$ cat config.mk
export PLATFORM = sky130hd
export DESIGN_NAME = video_timing_gen
export DESIGN_NICKNAME = d
export VERILOG_FILES = /design/src/rtl/video_timing_gen_pkg.sv /design/src/rtl/video_pattern_rom.sv /design/src/rtl/video_timing_gen.sv
export SDC_FILE = /design/constraint.sdc
export NUM_CORES = 1
export LEC_CHECK = 0
export BUFFER_PORTS_ARGS = -buffer_cell sky130_fd_sc_hd__buf_2
export CAP_MARGIN = 25
export CORE_ASPECT_RATIO = 1.25
export CORE_MARGIN = 1
export CORE_UTILIZATION = 45
export DETAILED_ROUTE_END_ITERATION = 8
export GPL_TIMING_DRIVEN = 0
export PLACE_DENSITY = 0.66
export SYNTH_ARGS = -nofsm -noshare
export SYNTH_HDL_FRONTEND = slang
export SYNTH_SLANG_ARGS = --single-unit
$ cat constraint.sdc
create_clock -name pclk -period 4.4 [get_ports pclk]
set_input_delay 0.44 -clock pclk [delete_from_list [all_inputs] [get_ports pclk]]
set_output_delay 0.44 -clock pclk [all_outputs]
set_load 0.05 [all_outputs]
$ cat src/rtl/video_timing_gen_pkg.sv
// Shared types and colour constants for the video timing generator and its pattern source.
package video_timing_gen_pkg;

   typedef logic [11:0] coord_t;
   typedef logic [23:0] rgb_t;

   typedef enum logic {
      ST_IDLE,
      ST_RUN
   } state_t;

   localparam logic [1:0] PAT_SOLID = 2'd0;
   localparam logic [1:0] PAT_BARS  = 2'd1;
   localparam logic [1:0] PAT_GRID  = 2'd2;
   localparam logic [1:0] PAT_RAMP  = 2'd3;

   localparam rgb_t RGB_WHITE   = 24'hFFFFFF;
   localparam rgb_t RGB_YELLOW  = 24'hFFFF00;
   localparam rgb_t RGB_CYAN    = 24'h00FFFF;
   localparam rgb_t RGB_GREEN   = 24'h00FF00;
   localparam rgb_t RGB_MAGENTA = 24'hFF00FF;
   localparam rgb_t RGB_RED     = 24'hFF0000;
   localparam rgb_t RGB_BLUE    = 24'h0000FF;
   localparam rgb_t RGB_BLACK   = 24'h000000;

   function automatic rgb_t bar_color(input logic [2:0] idx);
      rgb_t c;
      case (idx)
         3'd0:    c = RGB_WHITE;
         3'd1:    c = RGB_YELLOW;
         3'd2:    c = RGB_CYAN;
         3'd3:    c = RGB_GREEN;
         3'd4:    c = RGB_MAGENTA;
         3'd5:    c = RGB_RED;
         3'd6:    c = RGB_BLUE;
         default: c = RGB_BLACK;
      endcase
      return c;
   endfunction

endpackage

$ cat src/rtl/video_pattern_rom.sv
// Combinational test-pattern source: maps the frame's pattern and pixel position to RGB.
module video_pattern_rom
   import video_timing_gen_pkg::*;
(
   input  logic [1:0] pattern,
   input  logic [7:0] x,
   input  logic [7:0] y,
   input  logic [2:0] bar_idx,
   input  rgb_t       bg_color,
   output rgb_t       rgb
);

   always_comb begin
      rgb = RGB_BLACK;
      case (pattern)
         PAT_SOLID: rgb = bg_color;
         PAT_BARS:  rgb = bar_color(bar_idx);
         PAT_GRID:  rgb = (x[4:0] == 5'd0 || y[4:0] == 5'd0) ? RGB_WHITE : RGB_BLACK;
         PAT_RAMP:  rgb = {x, y, x ^ y};
         default:   rgb = RGB_BLACK;
      endcase
   end

endmodule

$ cat src/rtl/video_timing_gen.sv
// Raster timing generator: h/v counters, run/idle control and registered pixel outputs.
module video_timing_gen
   import video_timing_gen_pkg::*;
#(
   parameter int H_ACTIVE = 1280,
   parameter int H_FP     = 110,
   parameter int H_SYNC   = 40,
   parameter int H_BP     = 220,
   parameter int V_ACTIVE = 720,
   parameter int V_FP     = 5,
   parameter int V_SYNC   = 5,
   parameter int V_BP     = 20,
   parameter bit HS_POL   = 1'b1,
   parameter bit VS_POL   = 1'b1
) (
   input  logic        pclk,
   input  logic        rst,
   input  logic        enable,
   input  logic [1:0]  pattern_sel,
   input  logic [23:0] bg_color,
   output logic        o_hs,
   output logic        o_vs,
   output logic        o_de,
   output logic [23:0] o_data,
   output logic [11:0] o_x,
   output logic [11:0] o_y,
   output logic        o_frame_start,
   output logic [31:0] o_frame_count
);

   localparam int H_TOTAL = H_ACTIVE + H_FP + H_SYNC + H_BP;
   localparam int V_TOTAL = V_ACTIVE + V_FP + V_SYNC + V_BP;

   localparam coord_t H_ACT    = coord_t'(H_ACTIVE);
   localparam coord_t HS_START = coord_t'(H_ACTIVE + H_FP);
   localparam coord_t HS_END   = coord_t'(H_ACTIVE + H_FP + H_SYNC);
   localparam coord_t H_LAST   = coord_t'(H_TOTAL - 1);
   localparam coord_t V_ACT    = coord_t'(V_ACTIVE);
   localparam coord_t VS_START = coord_t'(V_ACTIVE + V_FP);
   localparam coord_t VS_END   = coord_t'(V_ACTIVE + V_FP + V_SYNC);
   localparam coord_t V_LAST   = coord_t'(V_TOTAL - 1);
   localparam coord_t BAR_LAST = coord_t'(H_ACTIVE / 8 - 1);

   state_t     state, state_nx;
   coord_t     h_cnt, v_cnt, bar_w;
   logic [2:0] bar_idx;
   logic [1:0] pat_q;
   rgb_t       bg_q;

   logic       run, h_end, v_end, last_pix;
   logic       first_p0, de_p0, hs_p0, vs_p0;
   logic [1:0] pat_p0;
   rgb_t       bg_p0, rgb_p0;

   assign run      = (state == ST_RUN);
   assign h_end    = (h_cnt == H_LAST);
   assign v_end    = (v_cnt == V_LAST);
   assign last_pix = h_end && v_end;

   always_ff @(posedge pclk or posedge rst) begin
      if (rst) state <= ST_IDLE;
      else     state <= state_nx;
   end

   // enable only matters while idle or on the final pixel, so frames are never cut short
   always_comb begin
      state_nx = state;
      case (state)
         ST_IDLE: if (enable) state_nx = ST_RUN;
         ST_RUN:  if (last_pix && !enable) state_nx = ST_IDLE;
         default: state_nx = ST_IDLE;
      endcase
   end

   // bar_w/bar_idx track h_cnt so the bar colour needs no divider
   always_ff @(posedge pclk or posedge rst) begin
      if (rst) begin
         h_cnt   <= '0;
         v_cnt   <= '0;
         bar_w   <= '0;
         bar_idx <= '0;
      end else if (!run || last_pix) begin
         h_cnt   <= '0;
         v_cnt   <= '0;
         bar_w   <= '0;
         bar_idx <= '0;
      end else if (h_end) begin
         h_cnt   <= '0;
         v_cnt   <= v_cnt + 12'd1;
         bar_w   <= '0;
         bar_idx <= '0;
      end else begin
         h_cnt <= h_cnt + 12'd1;
         if (bar_w == BAR_LAST) begin
            bar_w   <= '0;
            bar_idx <= bar_idx + 3'd1;
         end else begin
            bar_w <= bar_w + 12'd1;
         end
      end
   end

   // Stage p0: decode of the current counter position
   assign first_p0 = run && (h_cnt == '0) && (v_cnt == '0);
   assign de_p0    = (h_cnt < H_ACT) && (v_cnt < V_ACT);
   assign hs_p0    = (h_cnt >= HS_START) && (h_cnt < HS_END);
   assign vs_p0    = (v_cnt >= VS_START) && (v_cnt < VS_END);
   assign pat_p0   = first_p0 ? pattern_sel : pat_q;
   assign bg_p0    = first_p0 ? bg_color    : bg_q;

   always_ff @(posedge pclk or posedge rst) begin
      if (rst) begin
         pat_q <= PAT_SOLID;
         bg_q  <= RGB_BLACK;
      end else if (first_p0) begin
         pat_q <= pattern_sel;
         bg_q  <= bg_color;
      end
   end

   video_pattern_rom u_pattern_rom (
      .pattern  (pat_p0),
      .x        (h_cnt[7:0]),
      .y        (v_cnt[7:0]),
      .bar_idx  (bar_idx),
      .bg_color (bg_p0),
      .rgb      (rgb_p0)
   );

   // Stage p1: registered outputs, one pclk behind the counters
   always_ff @(posedge pclk or posedge rst) begin
      if (rst) begin
         o_hs          <= ~HS_POL;
         o_vs          <= ~VS_POL;
         o_de          <= 1'b0;
         o_data        <= RGB_BLACK;
         o_x           <= '0;
         o_y           <= '0;
         o_frame_start <= 1'b0;
         o_frame_count <= '0;
      end else if (run) begin
         o_hs          <= hs_p0 ? HS_POL : ~HS_POL;
         o_vs          <= vs_p0 ? VS_POL : ~VS_POL;
         o_de          <= de_p0;
         o_data        <= de_p0 ? rgb_p0 : RGB_BLACK;
         o_x           <= h_cnt;
         o_y           <= v_cnt;
         o_frame_start <= first_p0;
         if (first_p0) o_frame_count <= o_frame_count + 32'd1;
      end else begin
         o_hs          <= ~HS_POL;
         o_vs          <= ~VS_POL;
         o_de          <= 1'b0;
         o_data        <= RGB_BLACK;
         o_x           <= '0;
         o_y           <= '0;
         o_frame_start <= 1'b0;
      end
   end

endmodule

==> impl_metrics.py <==
metrics = {
    "timing": {
        "slew_viol_final": 0,
        "post-route-min-period_ns": 3.159,
        "rsz0062_at_grt": "false",
        "fin_crit_sh_pct": 71.79,
        "hold_violations": 0,
        "finalSetupViolCount": 0,
        "finalClockSkew_ns": 0.006433,
        "relSlewSlack_pct": 34.21,
        "timing.final.ws_setup_ns": 1.241,
        "fin_tns_setup_ns": 0,
        "worst_pin_slew_ns": 0.9594,
        "max_freq_mhz": 316.6,
    },
    "place": {
        "gp_congestion": 0.8921,
        "io_buffers": 112,
        "postPlaceCellArea_um2": 8038,
        "place_ws_ns": 1.243,
        "place_hpwl_um": 12920,
    },
    "clock_tree": {
        "htreeDepth": 4,
        "clockRootBuffer": "clkbuf_16",
        "post_cts_buffers": 0,
        "cts_max_path_buffers": 2,
        "cts_resized": 0,
        "cts_tree": "built",
        "hold_buffers": 0,
        "clk_latency_ns": 0.43,
        "cts_buffers": 17,
        "clk_pin_slew_ns": 0.06,
        "cts.sinks": 150,
    },
    "run": {
        "cap_violations": 0,
    },
    "detailed_routing": {
        "viasPerCell": 5.504,
        "drt_first_pass_iters": 4,
        "drc": 0,
        "routedWlPerCell_um": 17.06,
        "drtIter0Drc": 296,
        "routed_wirelength_um": 17870,
        "detail-route-antenna-nets": 0,
        "dr_total_vias": 5763,
    },
    "global_route": {
        "grt_pass1_wl_um": 28770,
        "track_usage_pct": 23.20,
        "grt_overflow": 0,
        "antenna_found_initial": 1,
        "grt_pass1_vias": 5696,
        "grt_max_degree": 45,
    },
    "floorplan": {
        "start_util_pct": 45.97,
        "rows": 51,
        "ios": 113,
        "die_area_um2": 16350,
        "coreArea_um2": 15510,
        "fp.dieW_um": 114.6,
        "die_y_um": 142.7,
    },
    "pwr": {
        "power_frac_seq_pct": 47.3,
        "intPower_mw": 2.286,
        "peakVddDrop_v": 0.0001703,
        "p_switching_mw": 0.7186,
        "swShare_pct": 23.92,
        "power_density_nw_per_um2": 349.2,
        "p_total_mw": 3.005,
        "power_frac_clock_pct": 46.4,
        "p_leak_nw": 4.065,
        "combPwrFrac_pct": 6.3,
    },
    "yosys": {
        "synth_top_cell_by_area": "dfrtp_1",
        "synth_area_per_cell_um2": 10.39,
        "synthTopCellsByArea": "dfrtp_1 (53%), xnor2_1 (4.4%), nand2_1 (4.4%)",
        "synth-async-reset-ratio_pct": 100.0,
        "synth_flop_cell": "dfrtp_1",
        "syn_area_um2": 7128,
        "syn_nets": 729,
        "yosys_register_bits": 150,
        "synth-edff-count": 0,
        "ys_warn_count": 0,
        "netlist.area_leader.share_pct": 52.66,
        "syn_inst": 686,
        "seq_area_frac_synth_pct": 52.66,
        "synth_cell_type_count": 60,
    },
    "critical_path": {
        "reg2reg_depth": 7,
        "required_ns": 4.65,
        "cp-end-kind": "flop",
        "cp-start-kind": "flop",
        "arrival_ns": 3.41,
        "critical_path_class": "flop to flop",
        "cp_max_fo": 10,
    },
    "worst_hold_path": {
        "hp-class": "primary input to async pin",
    },
    "run_status": {
        "status": "finished clean",
    },
    "finish": {
        "area_growth_pct": 20.73,
        "layout_common_cells": "dfrtp_1 (150), buf_2 (120), nand2_1 (83), nor2_1 (38), xnor2_1 (36)",
        "drive_above_1_share_pct": 22.18,
        "utilization_pct": 55.50,
        "final_area_um2": 8606,
        "mostFrequentLayoutCell": "dfrtp_1",
        "nets": 864,
    },
}
cells in the mapped netlist (all sizes together), types with 2 or more instances:
master	number
a21o	4
a21oi	20
a221oi	10
a22o	2
a31oi	4
a32o	6
and2	36
and3	14
and4	8
buf	12
clkbuf	23
dfrtp	150
ha	14
inv	30
mux2i	13
nand2	83
nand3	27
nand4	17
nor2	39
nor3	24
nor4	9
nor4b	6
o2111ai	2
o21ai	26
o32ai	8
or2	2
or3	18
or4b	3
xnor2	36
xor2	24
state kept, by name, indices dropped and copies added, names as in the netlist:
signal / count
o_de: 1
o_x: 12
run: 1
o_hs: 1
bar_w: 12
bar_idx: 3
o_data: 24
bg_q: 24
pat_q: 2
o_vs: 1
o_frame_start: 1
o_frame_count: 32
v_cnt: 12
h_cnt: 12
o_y: 12
layer usage:
metal,part of all wire (%),track usage [%],wire (µm),up-vias
met2,52,40.73,9230,198
met3,5.2,4.711,924,37
li1,-,-,-,2680
met5,0.090,0,16,-
met4,2.6,11.28,469,2
met1,40,26.88,7225,2846
final cells by class:
class	count	area (µm²)
Fill cell	1387	6900
Sequential cell	150	3754
Multi-Input combinational cell	471	3058
Timing Repair Buffer	116	640.6
Clock buffer	18	429.2
Tap cell	212	265.3
Buffer	35	203.9
Clock inverter	14	136.4
Inverter	30	116.4
Antenna cell	1	2.502
power by group through the flow:
stage / clock, mW / combinational (mW) / sequential, mW
4_1_cts: 1.42 / 0.191 / 1.42
6_report: 1.40 / 0.188 / 1.42
3_5_place_dp: 0 / 0.191 / 1.45
5_1_grt: 1.48 / 0.205 / 1.42
3_3_place_gp: 0 / 0.179 / 1.45
2_1_floorplan: 0 / 0.0645 / 1.50
path summary, 6_finish.rpt:
kind	from	endpoint	slack, ns
max	v_cnt[1]	o_data[7]	1.24
min	rst	bg_q[14]	0.02
max reg2reg	v_cnt[1]	o_data[7]	1.24
min reg2reg	bg_q[18]	bg_q[18]	0.46
max in group asynchronous	rst	h_cnt[9]	3.64
min in group pclk	enable	run	0.20
cells by family after synthesis:
family	share of synthesized area, %
adder cells (fa/ha/maj)	2.457
XOR/XNOR	7.372
multiplexers	1.825
AND/OR/NAND/NOR	22.40
AO/OA/AOI/OAI	8.847
flip-flops	52.66
buffers and inverters	4.441
stage by stage:
step	cells	hold slack, ns
floorplan	686	0.4239
detailed placement	1014	0.4495
global placement	1010	0.4404
finish	1047	0.02075
global route	1046	0.04182
CTS	1046	0.02521
critical path, cell delays in order (launching register included):
cell,delay (ns)
dfrtp_1,0.48
inv_1,0.17
ha_1,0.19
nor4b_2,0.29
nand4_1,0.42
nor2_2,0.35
mux2i_1,0.84
a221oi_1,0.25
Note: power is estimated with default switching activity, not from simulation.
